### src/rtl/keypad_event_encoder_if.sv
// Key-event handshake and status bundle between the keypad encoder and the game core.
interface keypad_event_encoder_if #(
   parameter int unsigned CODE_W = 4
);
   logic              key_valid;
   logic              key_ready;
   logic [CODE_W-1:0] key_code;
   logic              multi_err;
   logic              overflow;
   logic              held;

   modport master (
      output key_valid,
      output key_code,
      output multi_err,
      output overflow,
      output held,
      input  key_ready
   );

   modport slave (
      input  key_valid,
      input  key_code,
      input  multi_err,
      input  overflow,
      input  held,
      output key_ready
   );
endinterface

### src/rtl/keypad_event_encoder.sv
// Pushbutton conditioning: synchronise, debounce, reject chords, encode and queue one event
// per press on a valid/ready handshake.
module keypad_event_encoder #(
   parameter int unsigned WIDTH    = 16,
   parameter int unsigned CODE_W   = $clog2(WIDTH),
   parameter int unsigned DEBOUNCE = 3
) (
   input  logic                   clk,
   input  logic                   rst,
   input  logic [WIDTH-1:0]       pb_in,
   keypad_event_encoder_if.master key
);

   localparam int unsigned CNT_W = (DEBOUNCE > 1) ? $clog2(DEBOUNCE) : 1;
   localparam logic [CNT_W-1:0] CNT_MAX = CNT_W'(DEBOUNCE - 1);

   typedef enum logic [1:0] {StIdle, StPressed, StInvalid} state_e;

   logic [WIDTH-1:0]  meta_q, sync_vec, stable_vec, pressed_q, pressed_d;
   logic [CNT_W-1:0]  cnt_q, cnt_d;
   logic              same, load;
   logic              is_zero, is_onehot, is_multi;
   logic [CODE_W-1:0] enc;
   state_e            state_q, state_d;
   logic              press_ev, chord;
   logic              valid_q, multi_q, overflow_q;
   logic [CODE_W-1:0] code_q;

   // cnt tracks run length minus one of the value sync_vec is taking on this edge, so
   // stable_vec updates in step with the second synchroniser flop once DEBOUNCE samples agree.
   always_comb begin
      same  = (meta_q == sync_vec);
      cnt_d = '0;
      if (same) cnt_d = (cnt_q == CNT_MAX) ? cnt_q : cnt_q + CNT_W'(1);
      load  = (cnt_d == CNT_MAX);
   end

   always_ff @(posedge clk or negedge rst) begin
      if (!rst) begin
         meta_q     <= '0;
         sync_vec   <= '0;
         cnt_q      <= '0;
         stable_vec <= '0;
      end else begin
         meta_q   <= pb_in;
         sync_vec <= meta_q;
         cnt_q    <= cnt_d;
         if (load) stable_vec <= meta_q;
      end
   end

   always_comb begin
      is_zero   = (stable_vec == '0);
      is_onehot = !is_zero && ((stable_vec & (stable_vec - WIDTH'(1))) == '0);
      is_multi  = !is_zero && !is_onehot;
      enc       = '0;
      for (int i = 0; i < WIDTH; i++) begin
         if (stable_vec[i]) enc = CODE_W'(i);
      end
   end

   always_comb begin
      state_d   = state_q;
      pressed_d = pressed_q;
      press_ev  = 1'b0;
      chord     = 1'b0;
      unique case (state_q)
         StIdle: begin
            if (is_onehot) begin
               state_d   = StPressed;
               pressed_d = stable_vec;
               press_ev  = 1'b1;
            end else if (is_multi) begin
               state_d = StInvalid;
               chord   = 1'b1;
            end
         end
         StPressed: begin
            if (is_zero) begin
               state_d = StIdle;
            end else if (stable_vec != pressed_q) begin
               state_d = StInvalid;
               chord   = 1'b1;
            end
         end
         StInvalid: begin
            if (is_zero) state_d = StIdle;
         end
         default: state_d = StIdle;
      endcase
   end

   always_ff @(posedge clk or negedge rst) begin
      if (!rst) begin
         state_q    <= StIdle;
         pressed_q  <= '0;
         multi_q    <= 1'b0;
         valid_q    <= 1'b0;
         code_q     <= '0;
         overflow_q <= 1'b0;
      end else begin
         state_q   <= state_d;
         pressed_q <= pressed_d;
         multi_q   <= chord;
         // A new event may replace the entry only when it is empty or leaving this cycle.
         if (press_ev) begin
            if (!valid_q || key.key_ready) begin
               valid_q <= 1'b1;
               code_q  <= enc;
            end else begin
               overflow_q <= 1'b1;
            end
         end else if (valid_q && key.key_ready) begin
            valid_q <= 1'b0;
         end
      end
   end

   assign key.key_valid = valid_q;
   assign key.key_code  = code_q;
   assign key.multi_err = multi_q;
   assign key.overflow  = overflow_q;
   assign key.held      = (state_q != StIdle);

endmodule

### src/flat_wrapper.sv
// flat-port wrapper written by rule: the top's interface ports become plain ports
module keypad_event_encoder_flat 
#(
   parameter int unsigned WIDTH    = 16,
   parameter int unsigned CODE_W   = $clog2(WIDTH),
   parameter int unsigned DEBOUNCE = 3
)
  (clk, rst, pb_in, key_key_valid, key_key_code, key_multi_err, key_overflow, key_held, key_key_ready);
  keypad_event_encoder_if #(.CODE_W(CODE_W)) key_i ();
  input  logic clk;
  input  logic rst;
  input  logic [WIDTH-1:0] pb_in;
  output wire logic [$bits(key_i.key_valid)-1:0] key_key_valid;
  output wire logic [$bits(key_i.key_code)-1:0] key_key_code;
  output wire logic [$bits(key_i.multi_err)-1:0] key_multi_err;
  output wire logic [$bits(key_i.overflow)-1:0] key_overflow;
  output wire logic [$bits(key_i.held)-1:0] key_held;
  input wire logic [$bits(key_i.key_ready)-1:0] key_key_ready;
  assign key_key_valid = key_i.key_valid;
  assign key_key_code = key_i.key_code;
  assign key_multi_err = key_i.multi_err;
  assign key_overflow = key_i.overflow;
  assign key_held = key_i.held;
  assign key_i.key_ready = key_key_ready;
  keypad_event_encoder #(.WIDTH(WIDTH), .CODE_W(CODE_W), .DEBOUNCE(DEBOUNCE)) u_core (.clk(clk), .rst(rst), .pb_in(pb_in), .key(key_i));
endmodule
### config.mk
export PLATFORM = sky130hd
export DESIGN_NAME = keypad_event_encoder_flat
export DESIGN_NICKNAME = d
export VERILOG_FILES = /design/src/rtl/keypad_event_encoder_if.sv /design/src/rtl/keypad_event_encoder.sv /design/src/flat_wrapper.sv
export SDC_FILE = /design/constraint.sdc
export NUM_CORES = 1
export LEC_CHECK = 0
export CAP_MARGIN = 20
export CORE_MARGIN = 5
export CORE_UTILIZATION = 57
export DETAILED_ROUTE_END_ITERATION = 8
export PLACE_DENSITY = 0.79
export SYNTH_ARGS = -nofsm -noshare
export SYNTH_HDL_FRONTEND = slang
export SYNTH_SLANG_ARGS = --single-unit
### constraint.sdc
create_clock -name clk -period 3.13 [get_ports clk]
set_input_delay 0.626 -clock clk [delete_from_list [all_inputs] [get_ports clk]]
set_output_delay 0.626 -clock clk [all_outputs]
set_load 0.02 [all_outputs]
==> report_table.html, run 1 <==
<table>
<tr><th>Metric</th><th>Value</th></tr>
<tr><th colspan="2">Setup path</th></tr>
<tr><td>Crit path DAT</td><td>between 2000 and 3000 ps</td></tr>
<tr><td>Maximum fanout along the worst path</td><td>18</td></tr>
<tr><td>Register-to-register path setup slack</td><td>about 440 ps</td></tr>
<tr><td>Kind of start point of the critical path</td><td>flip-flop</td></tr>
<tr><td>Critical register-to-register path startpoint</td><td>u_core.stable_vec[4]$_DFFE_PN0N_</td></tr>
<tr><td>Crit. End Element</td><td>flip-flop</td></tr>
<tr><td>Worst R2R Path Depth</td><td>6</td></tr>
<tr><td>Path type of the worst setup path</td><td>flip-flop to flip-flop</td></tr>
<tr><td>Capture instance of the worst register-to-register path</td><td>u_core.pressed_q[14]$_DFFE_PN0P_</td></tr>
<tr><td>Required time of the critical path</td><td>between 3000 and 4000 ps</td></tr>
<tr><th colspan="2">Route</th></tr>
<tr><td>Total via count in the routed design</td><td>a little under 2000</td></tr>
<tr><td>Number of nets with antenna violations after detailed routing</td><td>0</td></tr>
<tr><td>Final routed DRC violation total</td><td>0</td></tr>
<tr><td>Iter 0 DRT Violations</td><td>a little over 100</td></tr>
<tr><td>Final routed wire length divided by cell count</td><td>16.0 um</td></tr>
<tr><td>Vias per std cell</td><td>5.58</td></tr>
<tr><td>Pre-antenna DRT Iters</td><td>4</td></tr>
<tr><td>Total Routed Length</td><td>5.52 mm</td></tr>
<tr><th colspan="2">Floorplan</th></tr>
<tr><td>CORE AREA</td><td>roughly 5500 sq um</td></tr>
<tr><td>Full die area</td><td>7250 sq um</td></tr>
<tr><td>Top-Level Pins</td><td>27</td></tr>
<tr><td>Die Width</td><td>85.2 um</td></tr>
<tr><td>Height of the die</td><td>between 80 and 90 um</td></tr>
<tr><td>Cell Rows</td><td>27</td></tr>
<tr><td>Initial Utilization</td><td>58.5%</td></tr>
<tr><th colspan="2">Global routing</th></tr>
<tr><td>Via count of the first global-routing pass</td><td>just under 2000</td></tr>
<tr><td>Wire length of the first global-routing pass</td><td>9.73 mm</td></tr>
<tr><td>Antenna violations before repair</td><td>0</td></tr>
<tr><td>GRT Overall Usage</td><td>17.5%</td></tr>
<tr><td>Total grt overflow</td><td>0</td></tr>
<tr><td>Maximum number of pins on one net before global-route repair</td><td>51</td></tr>
<tr><th colspan="2">Timing</th></tr>
<tr><td>Worst Tran Pin Value</td><td>approximately 610 ps</td></tr>
<tr><td>Relative max-transition margin</td><td>59.2%</td></tr>
<tr><td>Number of endpoints failing setup at the final stage</td><td>0</td></tr>
<tr><td>Final clock period utilization by the worst path</td><td>~86%</td></tr>
<tr><td>Clock period minus worst slack</td><td>2690 ps</td></tr>
<tr><td>Final slew viol count</td><td>0</td></tr>
<tr><td>Max Clk Rate</td><td>372 MHz</td></tr>
<tr><td>Worst Clk Skew</td><td>~6 ps</td></tr>
<tr><td>Hold Fails Final Rpt</td><td>0</td></tr>
<tr><td>Setup total negative slack</td><td>0 ps</td></tr>
<tr><td>Unrepaired setup endpoints after global routing</td><td>false</td></tr>
<tr><th colspan="2">Synthesis</th></tr>
<tr><td>Simple-gate share of the synthesized area</td><td>a little under a tenth</td></tr>
<tr><td>XOR/XNOR Fraction of Synth Area</td><td>roughly 8.7%</td></tr>
<tr><td>Async S/R FF share, synth</td><td>100%</td></tr>
<tr><td>Mean instance size in the synthesized netlist</td><td>13.2 sq um</td></tr>
<tr><td>Number of nets produced by synthesis</td><td>264</td></tr>
<tr><td>Synth Area in Adders</td><td>less than 1%</td></tr>
<tr><td>Main combinational cell family by area after synthesis</td><td>multiplexers</td></tr>
<tr><td>Total standard cell area after synthesis</td><td>between 3000 and 4000 sq um</td></tr>
<tr><td>Most area-hungry cell type in the Yosys netlist</td><td>sky130_fd_sc_hd__dfrtp_1</td></tr>
<tr><td>Dominant cells by area after synthesis</td><td>sky130_fd_sc_hd__dfrtp_1 (58%), sky130_fd_sc_hd__mux2_2 (9.4%), sky130_fd_sc_hd__xnor2_1 (7.6%), sky130_fd_sc_hd__mux2_4 (3.7%), sky130_fd_sc_hd__nor4_1 (1.7%)</td></tr>
<tr><td>Compound-cell area share of the yosys netlist</td><td>5.52%</td></tr>
<tr><td>Share of synthesized area occupied by flip-flops and latches</td><td>58.3%</td></tr>
<tr><td>Yosys warning total</td><td>0</td></tr>
<tr><td>Gate count of the mapped netlist</td><td>about 240</td></tr>
<tr><td>Proportion of synthesized area in mux cells</td><td>between 10 and 15%</td></tr>
<tr><td>Number of synthesized flops with an enable pin</td><td>0</td></tr>
<tr><td>Most repeated cell in the gate-level netlist after synthesis</td><td>sky130_fd_sc_hd__dfrtp_1</td></tr>
<tr><td>Main flop type after synthesis</td><td>sky130_fd_sc_hd__dfrtp_1</td></tr>
<tr><td>Top cell type's share of synthesized area</td><td>between 50 and 60%</td></tr>
<tr><td>Synth top cells by count</td><td>sky130_fd_sc_hd__dfrtp_1 (75), sky130_fd_sc_hd__xnor2_1 (28), sky130_fd_sc_hd__mux2_2 (27)</td></tr>
<tr><td>Unique masters post-synth</td><td>45</td></tr>
<tr><td>Total of flip-flops plus latches after synthesis</td><td>75</td></tr>
<tr><th colspan="2">Clock tree</th></tr>
<tr><td>Max clock buf depth</td><td>2</td></tr>
<tr><td>Buffers inserted during post-CTS setup optimization</td><td>0</td></tr>
<tr><td>Root Buffer</td><td>sky130_fd_sc_hd__clkbuf_8</td></tr>
<tr><td>Number of hold buffers added after CTS</td><td>0</td></tr>
<tr><td>Cells resized by post-CTS repair</td><td>0</td></tr>
<tr><td>Level count of the clock H-tree</td><td>3</td></tr>
<tr><td>CTS tree</td><td>done</td></tr>
<tr><td>Clock transition at path regs</td><td>70 ps</td></tr>
<tr><td>CTS Sinks</td><td>75</td></tr>
<tr><td>Number of buffers created by CTS</td><td>9</td></tr>
<tr><td>Clock insertion delay at the later pin of the skew report</td><td>between 300 and 400 ps</td></tr>
<tr><th colspan="2">Finish</th></tr>
<tr><td>ANT cells</td><td>0</td></tr>
<tr><td>Fraction of layout cells with a size suffix above 1</td><td>between 20% and 30%</td></tr>
<tr><td>Final Net Count</td><td>just under 300</td></tr>
<tr><td>Finished Layout Cells</td><td>approximately 350</td></tr>
<tr><td>Area Growth Syn to Fin</td><td>15.0%</td></tr>
<tr><th colspan="2">Place</th></tr>
<tr><td>Weighted congestion reported at the end of routability-driven placement</td><td>roughly 0.85</td></tr>
<tr><td>Placed cells</td><td>330</td></tr>
<tr><td>Port Buffers</td><td>26</td></tr>
<tr><td>Half-perimeter wire length after detailed placement</td><td>just under 4 mm</td></tr>
<tr><th colspan="2">Power and ir drop</th></tr>
<tr><td>Maximum ir drop on the vdd rail</td><td>approximately 380 uV</td></tr>
<tr><td>Power per cell area</td><td>roughly 480 nW/um^2</td></tr>
<tr><td>Leakage power of the design</td><td>about 1.7 nW</td></tr>
<tr><th colspan="2">Worst hold path</th></tr>
<tr><td>Hold/Removal Path Class</td><td>input port to async pin</td></tr>
<tr><th colspan="2">Run</th></tr>
<tr><td>Max-cap violation count</td><td>0</td></tr>
<tr><th colspan="2">Outcome</th></tr>
<tr><td>Outcome</td><td>complete, no violations</td></tr>
</table>
[final cells by class]
type / count / area [sq um]
clock inverter: 4 / 51.3
clock buffer: 12 / 135
fill: 390 / 1800
multi-input combinational: 146 / 1220
tap: 72 / 90.1
inverter: 6 / 22.5
sequential: 75 / 1880
timing repair buffer: 31 / 305
[placed cells by master (no fill, tap or decap), types with 4 or more instances in the layout]
cell type                          n
sky130_fd_sc_hd__a21oi_1           4
sky130_fd_sc_hd__buf_4             4
sky130_fd_sc_hd__clkbuf_8          9
sky130_fd_sc_hd__clkdlybuf4s50_1  25
sky130_fd_sc_hd__dfrtp_1          75
sky130_fd_sc_hd__inv_1             6
sky130_fd_sc_hd__mux2_2           27
sky130_fd_sc_hd__mux2_4            8
sky130_fd_sc_hd__nand2_1           6
sky130_fd_sc_hd__nand2b_1          4
sky130_fd_sc_hd__nand4_1           8
sky130_fd_sc_hd__nor2_1            8
sky130_fd_sc_hd__nor4_1            9
sky130_fd_sc_hd__xnor2_1          28
sky130_fd_sc_hd__xor2_1            4
[cell families after synthesis]
kind of cell / count (synthesis)
buf+inv: 23
compound gates: 23
xor+xnor: 32
mux: 36
simple gates: 53
flops: 75
fa+ha+maj: 2
[critical path, cell delays in order (launching register included)]
cell and delay, ps:
sky130_fd_sc_hd__dfrtp_1 490, sky130_fd_sc_hd__nor4_1 590, sky130_fd_sc_hd__nand2_1 180, sky130_fd_sc_hd__a221oi_1 320, sky130_fd_sc_hd__and4_1 330, sky130_fd_sc_hd__nand3_4 280, sky130_fd_sc_hd__mux2_4 380
[power by group]
part	leakage, nW	internal (mW)	switching (mW)
clock network	0.0906	0.369	0.333
registers	0.969	0.990	0.0150
logic	0.674	0.0357	0.0278
[layer usage]
layer	GRT usage, %	wire [um]
met1	23.0	2570
met2	27.2	2590
met3	3.59	210
met4	9.93	153
met5	0	0
[how the worst max path moves through the flow]
stage	start	end	slack, ps	depth (start not counted)
6_report	u_core.stable_vec[4]$_DFFE_PN0N_	u_core.pressed_q[14]$_DFFE_PN0P_	440	6
4_1_cts	u_core.stable_vec[4]$_DFFE_PN0N_	u_core.pressed_q[8]$_DFFE_PN0P_	460	6
5_1_grt	u_core.stable_vec[1]$_DFFE_PN0N_	u_core.pressed_q[13]$_DFFE_PN0P_	220	6
2_1_floorplan	u_core.stable_vec[2]$_DFFE_PN0N_	u_core.pressed_q[10]$_DFFE_PN0P_	680	8
3_5_place_dp	u_core.stable_vec[4]$_DFFE_PN0N_	u_core.pressed_q[9]$_DFFE_PN0P_	480	6
3_3_place_gp	u_core.stable_vec[1]$_DFFE_PN0N_	u_core.pressed_q[9]$_DFFE_PN0P_	560	6
[per-stage QoR]
step / utilization (%) / hold slack, ps / worst slack (ps) / power [mW] / area [sq um]
finish: 67.2 / 283 / 443 / 1.77 / 3700
global route: 67.2 / 323 / 215 / 1.85 / 3700
floorplan: - / 330 / 683 / 1.04 / 3220
global placement: 63.8 / 404 / 563 / 1.09 / 3520
detailed placement: 63.8 / 406 / 477 / 1.09 / 3520
CTS: 67.2 / 290 / 460 / 1.79 / 3700
[sequential cells by signal (all words and copies together), names as in the netlist]
| signal | flops |
|---|---|
| u_core.meta_q | 16 |
| u_core.pressed_q | 16 |
| u_core.stable_vec | 16 |
| u_core.sync_vec | 16 |
| u_core.key.key_code | 4 |
| u_core.cnt_q | 2 |
| u_core.state_q | 2 |
| u_core.key.key_valid | 1 |
| u_core.key.multi_err | 1 |
| u_core.key.overflow | 1 |
No activity file was read; power rests on OpenSTA's default activity.
==> inputs of run 2 (changes only) <==
RECOVER_POWER = 100   (was not set)
==> run 2 against run 1 <==
Critical path depth unchanged. Core utilization shrank 0.91 points. Via count is 0.73% lower. Routed wire length grew 0.47%. Largest cell class unchanged.
==> report_table.html, run 2 (synthesized netlist as in run 1, its figures left out) <==
<table>
<tr><th>Metric</th><th>Value</th></tr>
<tr><th colspan="2">Setup path</th></tr>
<tr><td>Register-to-register path setup slack</td><td>450 ps (about the same)</td></tr>
<tr><td>Critical register-to-register path startpoint</td><td>u_core.stable_vec[4]$_DFFE_PN0N_</td></tr>
<tr><td>Required time of the critical path</td><td>3360 ps (about the same)</td></tr>
<tr><td>Path type of the worst setup path</td><td>flip-flop to flip-flop</td></tr>
<tr><td>CP startpoint</td><td>u_core.stable_vec[4]$_DFFE_PN0N_</td></tr>
<tr><td>Capture instance of the worst register-to-register path</td><td>u_core.pressed_q[8]$_DFFE_PN0P_</td></tr>
<tr><td>Crit. End Element</td><td>flip-flop</td></tr>
<tr><td>Worst R2R Path Depth</td><td>6 (unchanged)</td></tr>
<tr><td>Kind of start point of the critical path</td><td>flip-flop</td></tr>
<tr><td>Maximum fanout along the worst path</td><td>18 (unchanged)</td></tr>
<tr><td>Crit path DAT</td><td>2910 ps (about the same)</td></tr>
<tr><th colspan="2">Global routing</th></tr>
<tr><td>Antenna violations before repair</td><td>0 (unchanged)</td></tr>
<tr><td>Maximum number of pins on one net before global-route repair</td><td>51 (unchanged)</td></tr>
<tr><td>Via count of the first global-routing pass</td><td>1979 (unchanged)</td></tr>
<tr><td>GRT Overall Usage</td><td>17.5% (unchanged)</td></tr>
<tr><td>Total grt overflow</td><td>0 (unchanged)</td></tr>
<tr><td>Wire length of the first global-routing pass</td><td>9.73 mm (unchanged)</td></tr>
<tr><th colspan="2">Route</th></tr>
<tr><td>Pre-antenna DRT Iters</td><td>4 (unchanged)</td></tr>
<tr><td>Number of nets with antenna violations after detailed routing</td><td>0 (unchanged)</td></tr>
<tr><td>Highest routed metal layer</td><td>met4</td></tr>
<tr><td>Vias per std cell</td><td>5.54 (-0.73%)</td></tr>
<tr><td>Total Routed Length</td><td>5.55 mm (+0.47%)</td></tr>
<tr><td>Total met3 wirelength after detailed routing</td><td>256 um (+22%)</td></tr>
<tr><td>Routed met2 length</td><td>2.58 mm (-0.39%)</td></tr>
<tr><td>Sum of routed wire segments on met1</td><td>2.56 mm (-0.35%)</td></tr>
<tr><td>Total via count in the routed design</td><td>1916 (-0.73%)</td></tr>
<tr><td>Final routed wire length divided by cell count</td><td>16.0 um (+0.47%)</td></tr>
<tr><td>Final routed DRC violation total</td><td>0 (unchanged)</td></tr>
<tr><td>Iter 0 DRT Violations</td><td>92 (-9.8%)</td></tr>
<tr><th colspan="2">Clock tree</th></tr>
<tr><td>Cells resized by post-CTS repair</td><td>0 (unchanged)</td></tr>
<tr><td>Root Buffer</td><td>sky130_fd_sc_hd__clkbuf_8</td></tr>
<tr><td>Buffers inserted during post-CTS setup optimization</td><td>0 (unchanged)</td></tr>
<tr><td>Clock transition at path regs</td><td>70 ps (about the same)</td></tr>
<tr><td>CTS tree</td><td>done</td></tr>
<tr><td>Clock insertion delay at the later pin of the skew report</td><td>350 ps (about the same)</td></tr>
<tr><td>Number of hold buffers added after CTS</td><td>0 (unchanged)</td></tr>
<tr><td>CTS Sinks</td><td>75 (unchanged)</td></tr>
<tr><td>Level count of the clock H-tree</td><td>3 (unchanged)</td></tr>
<tr><td>Number of buffers created by CTS</td><td>9 (unchanged)</td></tr>
<tr><td>Max clock buf depth</td><td>2 (unchanged)</td></tr>
<tr><th colspan="2">Place</th></tr>
<tr><td>Weighted congestion reported at the end of routability-driven placement</td><td>0.852 (unchanged)</td></tr>
<tr><td>Port Buffers</td><td>26 (unchanged)</td></tr>
<tr><td>Half-perimeter wire length after detailed placement</td><td>3.94 mm (unchanged)</td></tr>
<tr><th colspan="2">Timing</th></tr>
<tr><td>Number of endpoints failing setup at the final stage</td><td>0 (unchanged)</td></tr>
<tr><td>Relative max-transition margin</td><td>9.13% (-50 points)</td></tr>
<tr><td>Worst Tran Pin Value</td><td>1360 ps (+751 ps)</td></tr>
<tr><td>Setup total negative slack</td><td>0 ps (unchanged)</td></tr>
<tr><td>Worst Clk Skew</td><td>6.01 ps (-0.152 ps)</td></tr>
<tr><td>Final slew viol count</td><td>0 (unchanged)</td></tr>
<tr><td>Max Clk Rate</td><td>373 MHz (+0.22%)</td></tr>
<tr><td>Final clock period utilization by the worst path</td><td>85.6% (-0.18 points)</td></tr>
<tr><td>Clock period minus worst slack</td><td>2680 ps (-5.79 ps)</td></tr>
<tr><td>Unrepaired setup endpoints after global routing</td><td>false</td></tr>
<tr><td>Hold Fails Final Rpt</td><td>0 (unchanged)</td></tr>
<tr><th colspan="2">Power and ir drop</th></tr>
<tr><td>Power dissipated by switching net loads</td><td>0.374 mW (-0.31%)</td></tr>
<tr><td>Net switching share of the total power</td><td>21.2% (+0.024 points)</td></tr>
<tr><td>Power per cell area</td><td>483 nW/um^2 (+0.94%)</td></tr>
<tr><td>Leakage power of the design</td><td>1.72 nW (-0.56%)</td></tr>
<tr><td>Power Internal</td><td>1.39 mW (-0.45%)</td></tr>
<tr><td>Maximum ir drop on the vdd rail</td><td>377 uV (-0.26%)</td></tr>
<tr><td>Clock Power Share</td><td>39.8% (+0.2 points)</td></tr>
<tr><td>Register share of total power</td><td>57.0% (+0.2 points)</td></tr>
<tr><td>Fraction of power consumed by combinational cells</td><td>3.2% (-0.4 points)</td></tr>
<tr><th colspan="2">Finish</th></tr>
<tr><td>Final Net Count</td><td>289 (unchanged)</td></tr>
<tr><td>Most common library cell in the layout ignoring fill and taps</td><td>sky130_fd_sc_hd__dfrtp_1</td></tr>
<tr><td>Final core utilization</td><td>66.3% (-0.91 points)</td></tr>
<tr><td>Commonest cells after routing, fill and taps aside</td><td>sky130_fd_sc_hd__dfrtp_1 (75), sky130_fd_sc_hd__xnor2_1 (28), sky130_fd_sc_hd__mux2_2 (27)</td></tr>
<tr><td>Fraction of layout cells with a size suffix above 1</td><td>18.2% (-3.6 points)</td></tr>
<tr><td>ANT cells</td><td>0 (unchanged)</td></tr>
<tr><td>Area Growth Syn to Fin</td><td>13.4%</td></tr>
<tr><th colspan="2">Worst hold path</th></tr>
<tr><td>Launch instance of the worst min-delay path</td><td>u_core.meta_q[10]$_DFF_PN0_</td></tr>
<tr><td>Worst Hold Path EP</td><td>u_core.sync_vec[10]$_DFF_PN0_</td></tr>
<tr><td>Number of cells traversed by the worst hold path</td><td>0</td></tr>
<tr><td>Hold/Removal Path Class</td><td>flip-flop to flip-flop</td></tr>
<tr><th colspan="2">Floorplan</th></tr>
<tr><td>Cell Rows</td><td>27 (unchanged)</td></tr>
<tr><td>Full die area</td><td>7250 sq um (unchanged)</td></tr>
<tr><td>Initial Utilization</td><td>58.5% (unchanged)</td></tr>
<tr><td>Die Width</td><td>85.2 um (unchanged)</td></tr>
<tr><td>CORE AREA</td><td>5510 sq um (unchanged)</td></tr>
<tr><td>Height of the die</td><td>85.2 um (unchanged)</td></tr>
<tr><td>Top-Level Pins</td><td>27 (unchanged)</td></tr>
<tr><th colspan="2">Outcome</th></tr>
<tr><td>Outcome</td><td>complete, no violations</td></tr>
<tr><th colspan="2">Run</th></tr>
<tr><td>Max-cap violation count</td><td>0 (unchanged)</td></tr>
</table>
[run 2: how the worst max path moves through the flow]
stage	to
after floorplan	u_core.pressed_q[10]$_DFFE_PN0P_
after global placement	u_core.pressed_q[9]$_DFFE_PN0P_
after detailed placement	u_core.pressed_q[9]$_DFFE_PN0P_
after CTS	u_core.pressed_q[8]$_DFFE_PN0P_
after global routing	u_core.sync_vec[9]$_DFF_PN0_
final	u_core.pressed_q[8]$_DFFE_PN0P_
[run 2: power groups by stage]
| stage | clock network (mW) | registers, mW | logic [mW] |
|---|---|---|---|
| finish | 0.701 | 1.00 | 0.0566 |
| detailed placement | 0 | 1.02 | 0.0652 |
| global route | 0.768 | 1.01 | 0.0655 |
| CTS | 0.721 | 1.00 | 0.0659 |
| floorplan | 0 | 1.02 | 0.0190 |
| global placement | 0 | 1.02 | 0.0639 |
[run 2: area by class of cell]
class	instances	area (sq um)
Clock buffer	12	135
Fill cell	403	1850
Inverter	6	22.5
Timing Repair Buffer	31	285
Sequential cell	75	1880
Clock inverter	4	51.3
Multi-Input combinational cell	146	1190
Tap cell	72	90.1
[run 2: critical path: stages, from the launching register on]
cell and delay, ps:
sky130_fd_sc_hd__dfrtp_1 490, sky130_fd_sc_hd__nor4_1 590, sky130_fd_sc_hd__nand2_1 180, sky130_fd_sc_hd__a221oi_1 320, sky130_fd_sc_hd__and4_1 330, sky130_fd_sc_hd__nand3_4 250, sky130_fd_sc_hd__mux2_1 390
[run 2: routing by layer]
layer  vias up  track usage (%)
met4         0             9.93
met1       952             23.0
met2        50             27.2
met5         -                0
met3        12             3.59
li1        902                -
[run 2: metrics by stage]
stage / setup WS [ps] / power [mW] / area, sq um / std cells / hold slack [ps]
6_report: 449 / 1.76 / 3650 / 346 / 420
5_1_grt: 150 / 1.84 / 3650 / 346 / 435
4_1_cts: 460 / 1.79 / 3700 / 346 / 290
3_5_place_dp: 477 / 1.09 / 3520 / 330 / 406
3_3_place_gp: 563 / 1.09 / 3520 / 330 / 404
2_1_floorplan: 683 / 1.04 / 3220 / 244 / 330
